### src/rtl/alu_pkg.sv
// alu_pkg: ALU operation encodings, operate-class opcodes and condition-code values
// shared by the operand-fetch stage and the ALU.
`default_nettype none

package alu_pkg;

  typedef enum logic [1:0] {
    ALUK_ADD   = 2'd0,
    ALUK_AND   = 2'd1,
    ALUK_XOR   = 2'd2,
    ALUK_PASSA = 2'd3
  } aluk_e;

  localparam logic [3:0] OP_ADD = 4'b0001;
  localparam logic [3:0] OP_AND = 4'b0101;
  localparam logic [3:0] OP_XOR = 4'b1001;

  localparam logic [2:0] CC_N = 3'b100;
  localparam logic [2:0] CC_Z = 3'b010;
  localparam logic [2:0] CC_P = 3'b001;

  function automatic logic is_operate(input logic [3:0] op);
    return (op == OP_ADD) || (op == OP_AND) || (op == OP_XOR);
  endfunction

  function automatic aluk_e decode_aluk(input logic [3:0] op);
    case (op)
      OP_AND:  return ALUK_AND;
      OP_XOR:  return ALUK_XOR;
      default: return ALUK_ADD;
    endcase
  endfunction

endpackage

`default_nettype wire

### src/rtl/reg_file.sv
// reg_file: NREGS x WIDTH register file, two async read ports, one sync write port.
// WB_BYPASS_EN: reads of the register being written this cycle return the write data.
`default_nettype none

module reg_file
  import alu_pkg::*;
#(
  parameter int NREGS = 8,
  parameter int WIDTH = 16
) (
  input  logic                     clk,
  input  logic                     rst_n,
  input  logic [$clog2(NREGS)-1:0] rd_addr_a,
  output logic [WIDTH-1:0]         rd_data_a,
  input  logic [$clog2(NREGS)-1:0] rd_addr_b,
  output logic [WIDTH-1:0]         rd_data_b,
  input  logic                     wr_en,
  input  logic [$clog2(NREGS)-1:0] wr_addr,
  input  logic [WIDTH-1:0]         wr_data
);

  logic [WIDTH-1:0] regs [NREGS];

  always_ff @(posedge clk or negedge rst_n) begin
    if (!rst_n) begin
      for (int i = 0; i < NREGS; i++) regs[i] <= '0;
    end else if (wr_en) begin
      regs[wr_addr] <= wr_data;
    end
  end

`ifdef WB_BYPASS_EN
  assign rd_data_a = (wr_en && (wr_addr == rd_addr_a)) ? wr_data : regs[rd_addr_a];
  assign rd_data_b = (wr_en && (wr_addr == rd_addr_b)) ? wr_data : regs[rd_addr_b];
`else
  assign rd_data_a = regs[rd_addr_a];
  assign rd_data_b = regs[rd_addr_b];
`endif

endmodule

`default_nettype wire

### src/rtl/alu_operand_fetch.sv
// alu_operand_fetch: decode/operand-fetch for LC-3b operate instructions, with scoreboard,
// condition codes and a registered valid/ready output. Optional macro: WB_BYPASS_EN.
`default_nettype none

module alu_operand_fetch
  import alu_pkg::*;
#(
  parameter int NREGS = 8,
  parameter int WIDTH = 16
) (
  input  logic             CLK,
  input  logic             RESET_N,
  input  logic [15:0]      INST,
  input  logic             INST_VALID,
  output logic             INST_READY,
  output logic [WIDTH-1:0] A,
  output logic [WIDTH-1:0] B,
  output logic [1:0]       ALUK,
  output logic [2:0]       DR,
  output logic             OUT_VALID,
  input  logic             OUT_READY,
  input  logic             WB_EN,
  input  logic [2:0]       WB_DR,
  input  logic [WIDTH-1:0] WB_DATA,
  output logic [2:0]       CC,
  output logic             ILLEGAL
);

  logic [3:0]       opcode;
  logic [2:0]       dr_f, sr1, sr2;
  logic             imm_sel, legal, stall, accept;
  logic [WIDTH-1:0] rd_a, rd_b, b_val, sext_imm;
  logic [NREGS-1:0] pending, pend_view, wb_clear, set_mask;

  logic [WIDTH-1:0] a_q, b_q;
  logic [1:0]       aluk_q;
  logic [2:0]       dr_q, cc_q;
  logic             valid_q, illegal_q;

  assign opcode   = INST[15:12];
  assign dr_f     = INST[11:9];
  assign sr1      = INST[8:6];
  assign sr2      = INST[2:0];
  assign imm_sel  = INST[5];
  assign sext_imm = {{(WIDTH-5){INST[4]}}, INST[4:0]};
  assign legal    = is_operate(opcode);

  reg_file #(.NREGS(NREGS), .WIDTH(WIDTH)) u_reg_file (
    .clk       (CLK),
    .rst_n     (RESET_N),
    .rd_addr_a (sr1),
    .rd_data_a (rd_a),
    .rd_addr_b (sr2),
    .rd_data_b (rd_b),
    .wr_en     (WB_EN),
    .wr_addr   (WB_DR),
    .wr_data   (WB_DATA)
  );

  assign wb_clear = WB_EN ? (NREGS'(1) << WB_DR) : '0;
  assign set_mask = NREGS'(1) << dr_f;

  // With bypass, a write-back landing this cycle already satisfies the dependency.
`ifdef WB_BYPASS_EN
  assign pend_view = pending & ~wb_clear;
`else
  assign pend_view = pending;
`endif

  assign stall = legal && (pend_view[sr1] || (!imm_sel && pend_view[sr2]) || pend_view[dr_f]);
  assign INST_READY = (!valid_q || OUT_READY) && !stall;
  assign accept     = INST_VALID && INST_READY;
  assign b_val      = imm_sel ? sext_imm : rd_b;

  always_ff @(posedge CLK or negedge RESET_N) begin
    if (!RESET_N) begin
      valid_q   <= 1'b0;
      a_q       <= '0;
      b_q       <= '0;
      aluk_q    <= ALUK_ADD;
      dr_q      <= '0;
      illegal_q <= 1'b0;
    end else begin
      illegal_q <= accept && !legal;
      if (accept && legal) begin
        valid_q <= 1'b1;
        a_q     <= rd_a;
        b_q     <= b_val;
        aluk_q  <= decode_aluk(opcode);
        dr_q    <= dr_f;
      end else if (valid_q && OUT_READY) begin
        valid_q <= 1'b0;
      end
    end
  end

  // Clear first, then set, so an issue to the register being written back keeps it pending.
  always_ff @(posedge CLK or negedge RESET_N) begin
    if (!RESET_N) begin
      pending <= '0;
    end else begin
      pending <= (pending & ~wb_clear) | ((accept && legal) ? set_mask : '0);
    end
  end

  always_ff @(posedge CLK or negedge RESET_N) begin
    if (!RESET_N) begin
      cc_q <= CC_Z;
    end else if (WB_EN) begin
      if (WB_DATA[WIDTH-1])  cc_q <= CC_N;
      else if (WB_DATA == '0) cc_q <= CC_Z;
      else                   cc_q <= CC_P;
    end
  end

  assign A         = a_q;
  assign B         = b_q;
  assign ALUK      = aluk_q;
  assign DR        = dr_q;
  assign OUT_VALID = valid_q;
  assign CC        = cc_q;
  assign ILLEGAL   = illegal_q;

endmodule

`default_nettype wire
### config.mk
export PLATFORM = sky130hd
export DESIGN_NAME = alu_operand_fetch
export DESIGN_NICKNAME = d
export VERILOG_FILES = /design/src/rtl/alu_pkg.sv /design/src/rtl/reg_file.sv /design/src/rtl/alu_operand_fetch.sv
export SDC_FILE = /design/constraint.sdc
export NUM_CORES = 1
export LEC_CHECK = 0
export ABC_AREA = 1
export ABC_CLOCK_PERIOD_IN_PS = 4150
export CORE_MARGIN = 2
export CORE_UTILIZATION = 55
export CTS_BUF_LIST = sky130_fd_sc_hd__clkbuf_4
export CTS_CLUSTER_SIZE = 14
export DETAILED_ROUTE_END_ITERATION = 8
export PLACE_DENSITY_LB_ADDON = 0.1
export SETUP_SLACK_MARGIN = 0.05
export SLEW_MARGIN = 20
export SYNTH_ARGS = -nofsm -noshare
export SYNTH_HDL_FRONTEND = slang
export SYNTH_SLANG_ARGS = --single-unit
### constraint.sdc
create_clock -name CLK -period 4.15 [get_ports CLK]
set_input_delay 0.83 -clock CLK [delete_from_list [all_inputs] [get_ports CLK]]
set_output_delay 0.83 -clock CLK [all_outputs]
set_load 0.03 [all_outputs]
### Yosys cells after proc, flatten, opt, wreduce, memory -nomap -nowiden

Index checks and enable logic that the tools add are counted.

| word-level totals | value |
|---|---|
| register bits | 178 |
| bits of input ports | 40 |
| output and inout bits | 43 |
| word-level logic and storage cells | 76 |

| cells by class | value |
|---|---|
| magnitude comparators | 7 |
| eq/ne operators | 3 |
| shifts and indexed selects | 2 |
| multiplexer cells | 23 |
| bitwise operators | 6 |
| reduce and logical (&&, ||, !) cells | 19 |

Operators with widths:

| operator | count |
|---|---|
| $bwmux 128 | 1 |
| $bmux 16 s3 | 2 |
| $mux 16 | 6 |
| $demux 16 s3 | 1 |
| $logic_not 16->1 | 1 |
| $mux 8 | 2 |
| $shl 1x3->8 const A | 2 |
| $ge 4x4->1 const B | 3 |
| $lt 3x4->1 const B | 3 |
| $not 3->4 | 3 |
| $bmux 1 s3 | 3 |
| $and 8x8->8 | 1 |
| $logic_and 1x1->1 | 8 |
| $not 8->8 | 1 |
| $or 8x8->8 | 1 |
| $logic_or 1x1->1 | 5 |
| $mux 1 | 5 |
| $eq 4x1->1 const B | 1 |
| $eq 4x3->1 const B | 1 |
| $eq 4x4->1 const B | 1 |
| $logic_not 1->1 | 4 |
| $lt 4x1->1 const B | 1 |
| $pmux 2 s2 | 1 |
| $mux 3 | 1 |
| 2 further kinds | 2 |

### Longest topological paths before layout

| logic depth | value |
|---|---|
| word-level depth | 12 |
| depth in mapped cells | 14 |
| depth with buffers taken out | 11 |

### By module

From an unflattened synthesis, not the netlist that was laid out.

| second synthesis, totals | value |
|---|---|
| cell total of the unflattened synthesis | 1,477 |
| area, all modules | 10,009.6 um^2 |

Modules (own cells, without submodules):

| module | instances | cells an instance | area an instance (um^2) | sequential area each (um^2) |
|---|---|---|---|---|
| reg_file | 1 | 1,165 | 7,489.7 | 3,203.1 |
| alu_operand_fetch | 1 | 312 | 2,519.9 | 1,252.5 |

### Worst setup path after synthesis

Ideal clock, no wire load.

| path | value |
|---|---|
| path type | input-to-output |
| from | input port INST[1] |
| to | output port INST_READY |
| data arrival time | 1,694 ps |
| path slack | 1,626 ps |
| stages | 8 |
| buffers on the path | 1 |
| cells stage by stage | buf_2 -> inv_2 -> o21ai_0 -> o21ai_1 -> nand2_1 -> nand3_1 -> nor2_2 -> o21a_1 |

| between the ends | value |
|---|---|
| cells in the longest elaborated chain, start to end | 8 |

Ends and longest elaborated chain:

| item | line | text |
|---|---|---|
| start, declared | alu_operand_fetch.sv:13 | `input logic [15:0] INST,` |
| $bmux 1 s3 | alu_operand_fetch.sv:70 | `assign stall = legal && (pend_view[sr1] \|\| (!imm_sel && pend_view[sr2]) \|\| pend_view[dr_f]);` |
| $mux 1 (not written as such) | alu_operand_fetch.sv:70 |  |
| $logic_and 1x1->1 | alu_operand_fetch.sv:70 |  |
| $logic_or 1x1->1 (2 in series) | alu_operand_fetch.sv:70 |  |
| $logic_and 1x1->1 | alu_operand_fetch.sv:70 |  |
| $logic_not 1->1 | alu_operand_fetch.sv:71 | `assign INST_READY = (!valid_q \|\| OUT_READY) && !stall;` |
| $logic_and 1x1->1 | alu_operand_fetch.sv:71 |  |
| end, declared | alu_operand_fetch.sv:15 | `output logic INST_READY,` |

Every way passes these cells. The select of a mux whose other input is x is not followed.

### Worst setup path in the final report

Same ends and word-level chain as after synthesis.

==> results.toml <==
[run_status]
status = "finished, final reports clean"

[clock_network]
root_buffer = "clkbuf_4"
ctsLongestPathBuffers = 2
cts_setup_buffers = 0
path_clk_slew_ps = 140
cts_resized = 0
cts_tree = "yes"
postCtsHoldBufs = 0
clock_latency_ps = 590
htreeDepth = 4
numCtsBuffers = 17
cts_sinks = 178

[drt]
drt_iter0_drc = 800
viasPerCell = 5.85
drt_wl_total_um = 25200
first_pass_iters = 6
drc = 0
wire_per_inst_um = 17.8
vias = 8313
antenna_left = 0

[pwr]
p_per_area_mw_per_mm2 = 455
power.switching_mw = 1.63
internal_power_mw = 3.01
p_sw_share_pct = 35.1
leakage_nw = 4.56
ir_drop_mv = 0.256
clockPowerShare_pct = 22.1
pwr-share-comb_pct = 27.7
seqPwrFrac_pct = 50.1

[critical_path]
worstPathRequired_ps = 3320
crit_slowest_cell = "clkdlybuf4s50_1"
startpoint_type = "primary input"
path_cells = "clkdlybuf4s50_1 -> inv_2 -> o21ai_0 -> o21ai_1 -> nand2_1 -> nand3_1 -> nor2_2 -> o21a_1 -> buf_4"
endpoint_kind = "output pin"
slowest_delay_ps = 670
path_max_fanout = 13
crit_type = "primary input to output pin"
worstPathArrival_ps = 2510

[sta]
fin_setup_tns_ps = 0
hold_viol = 0
slew_violations = 0
fin_crit_ps = 3340
fin_crit_sh_pct = 80.6
rsz0062_at_grt = "no"
fin_skew_ps = 11.6
tightest_slew_ps = 774
max_freq_mhz = 299
setup_violations = 0
fin_hold_ws_ps = 240
slew_headroom_pct = 48.4

[min_path]
hold_path.class = "primary input to asynchronous set/reset pin"

[die]
die_y_um = 132
num_rows = 46
die_w_um = 132
die-area_mm2 = 0.0174
core_area_mm2 = 0.0159
initial_utilization_pct = 56.4
num_io_pins = 83

[global_route]
antenna_found_initial = 1
grt_usage_pct = 30.0
grt_max_degree = 80
grt_pass1_vias = 7704
grt_pass1_wl_um = 41100
overflow = 0

[place]
place.gp.congestion = 0.855
numPortBuffers = 82
placed_cell_area_mm2 = 0.00989
post-dp-hpwl_um = 16000

[job]
max_cap_viol_count = 0

[logic_synthesis]
ys_seq_area_share_pct = 49.6
synth_top_area_share_pct = 49.3
synth_area_per_cell_um2 = 7.86
netlist_area_mm2 = 0.00899
ys_ff_latch = 178
syn_inst = 1144
synth_warnings = 0
synth_area_leaders = "dfrtp_1 49%, o21ai_0 15%, nand2_1 11%"
yosys.area.top_type = "dfrtp_1"
yosysUniqueCellTypes = 28
syn-num-nets = 1184

[cells_and_area]
stdcell_area_mm2 = 0.0102
layout-drive-gt1-share_pct = 8.56
multi_input_area_mm2 = 0.00395
layout.nets = 1230
fill_cells = 1464
final-seq-area_mm2 = 0.00446
area_delta_synth_final_pct = 13.3
## final cells by class
cell class | instances | share of cell area (%)
Inverter | 59 | 2.17
Clock buffer | 18 | 1.33
Clock inverter | 14 | 1.60
Tap cell | 216 | 2.65
Timing Repair Buffer | 105 | 9.76
Multi-Input combinational cell | 829 | 38.7
Antenna cell | 1 | 0.0246
Sequential cell | 178 | 43.7
## synth_stat cells
| master | count |
|---|---|
| inv_1 | 53 |
| a21oi_1 | 37 |
| nor4_1 | 1 |
| nand2_1 | 270 |
| o211ai_1 | 10 |
| o22ai_1 | 23 |
| buf_2 | 6 |
| o21ai_2 | 36 |
| nand4_1 | 8 |
| buf_1 | 2 |
| buf_6 | 9 |
| or2_2 | 1 |
| o21ai_1 | 2 |
| nand3_1 | 15 |
| inv_2 | 5 |
| a211oi_1 | 9 |
| o31ai_1 | 1 |
| o21ai_0 | 268 |
| o21a_1 | 1 |
| nor2_2 | 1 |
| nor2_1 | 128 |
| nand2_2 | 1 |
| clkbuf_1 | 61 |
| clkinv_1 | 1 |
| o221ai_1 | 16 |
| dfstp_2 | 1 |
| a22oi_1 | 1 |
| dfrtp_1 | 177 |
## power by group through the flow
stage               combinational [mW]  clock (mW)  sequential [mW]
floorplan                        0.621           0             2.50
global placement                  1.26           0             2.35
detailed placement                1.29           0             2.35
CTS                               1.29        1.05             2.32
global route                      1.43        1.12             2.37
finish                            1.29        1.03             2.32
## metrics by stage
stage | total power [mW] | utilization [%] | cells | setup WS (ps)
global placement | 3.60 | 62.0 | 1387 | 831
CTS | 4.66 | 63.9 | 1419 | 796
global route | 4.91 | 63.9 | 1420 | 662
floorplan | 3.13 | - | 1144 | 1630
finish | 4.64 | 63.9 | 1420 | 805
detailed placement | 3.64 | 62.0 | 1387 | 802
## registers in the layout, indices dropped and copies added, names as in the netlist
name             flops
OUT_VALID            1
CC                   3
A                   16
DR                   3
u_reg_file.regs    128
ALUK                 2
B                   16
pend_view            8
ILLEGAL              1
## layer usage
metal | vias to the layer above | routed length, um | track usage [%]
met3 | 37 | 1860 | 5.31
li1 | 3940 | - | -
met4 | 0 | 442 | 8.88
met5 | - | 0 | 0
met2 | 366 | 11700 | 47.6
met1 | 3970 | 11200 | 42.6
## path summary, 6_finish.rpt
check | start | to | slack [ps] | cells after the start
max in group asynchronous | RESET_N | u_reg_file.regs[44]$_DFFE_PN0P_ | 2910 | 2
worst min register to register | CC[1]$_DFFE_PN1P_ | CC[1]$_DFFE_PN1P_ | 490 | 2
min in group CLK | CC[1]$_DFFE_PN1P_ | CC[1]$_DFFE_PN1P_ | 490 | 2
worst min-delay path | RESET_N | u_reg_file.regs[7]$_DFFE_PN0P_ | 240 | 1
worst max register to register | pend_view[3]$_DFF_PN0_ | A[13]$_DFFE_PN0P_ | 2280 | 11
worst max-delay path | INST[1] | INST_READY | 810 | 9
## cell usage in the layout, fill, tap and decap left out, drive strengths merged, types with 9 or more instances in the layout
| cell type | netlist | layout |
|---|---|---|
| o211ai | 10 | 10 |
| o221ai | 16 | 16 |
| o21ai | 306 | 306 |
| nor2 | 129 | 129 |
| a211oi | 9 | 9 |
| inv | 58 | 59 |
| o22ai | 23 | 23 |
| nand2 | 271 | 271 |
| a21oi | 37 | 37 |
| clkdlybuf4s50 | 0 | 78 |
| clkinv | 1 | 9 |
| nand3 | 15 | 15 |
| clkbuf | 61 | 18 |
| buf | 17 | 27 |
| dfrtp | 177 | 177 |
## cell families (layout without fill, tap and decap cells)
family	Yosys count	count (layout)	synth area share (%)
buf+inv	137	196	6.56
other cells	0	1	0
simple gates	425	425	18.3
compound gates	404	404	25.6
flops	178	178	49.6
## worst max-delay path, delay by kind of cell
| kind | cells | cell delay (ps) |
|---|---|---|
| AO/OA/AOI/OAI | 3 | 400 |
| buffers and inverters | 3 | 1050 |
| AND/OR/NAND/NOR | 3 | 230 |
Note: power is estimated with default switching activity, not from simulation.
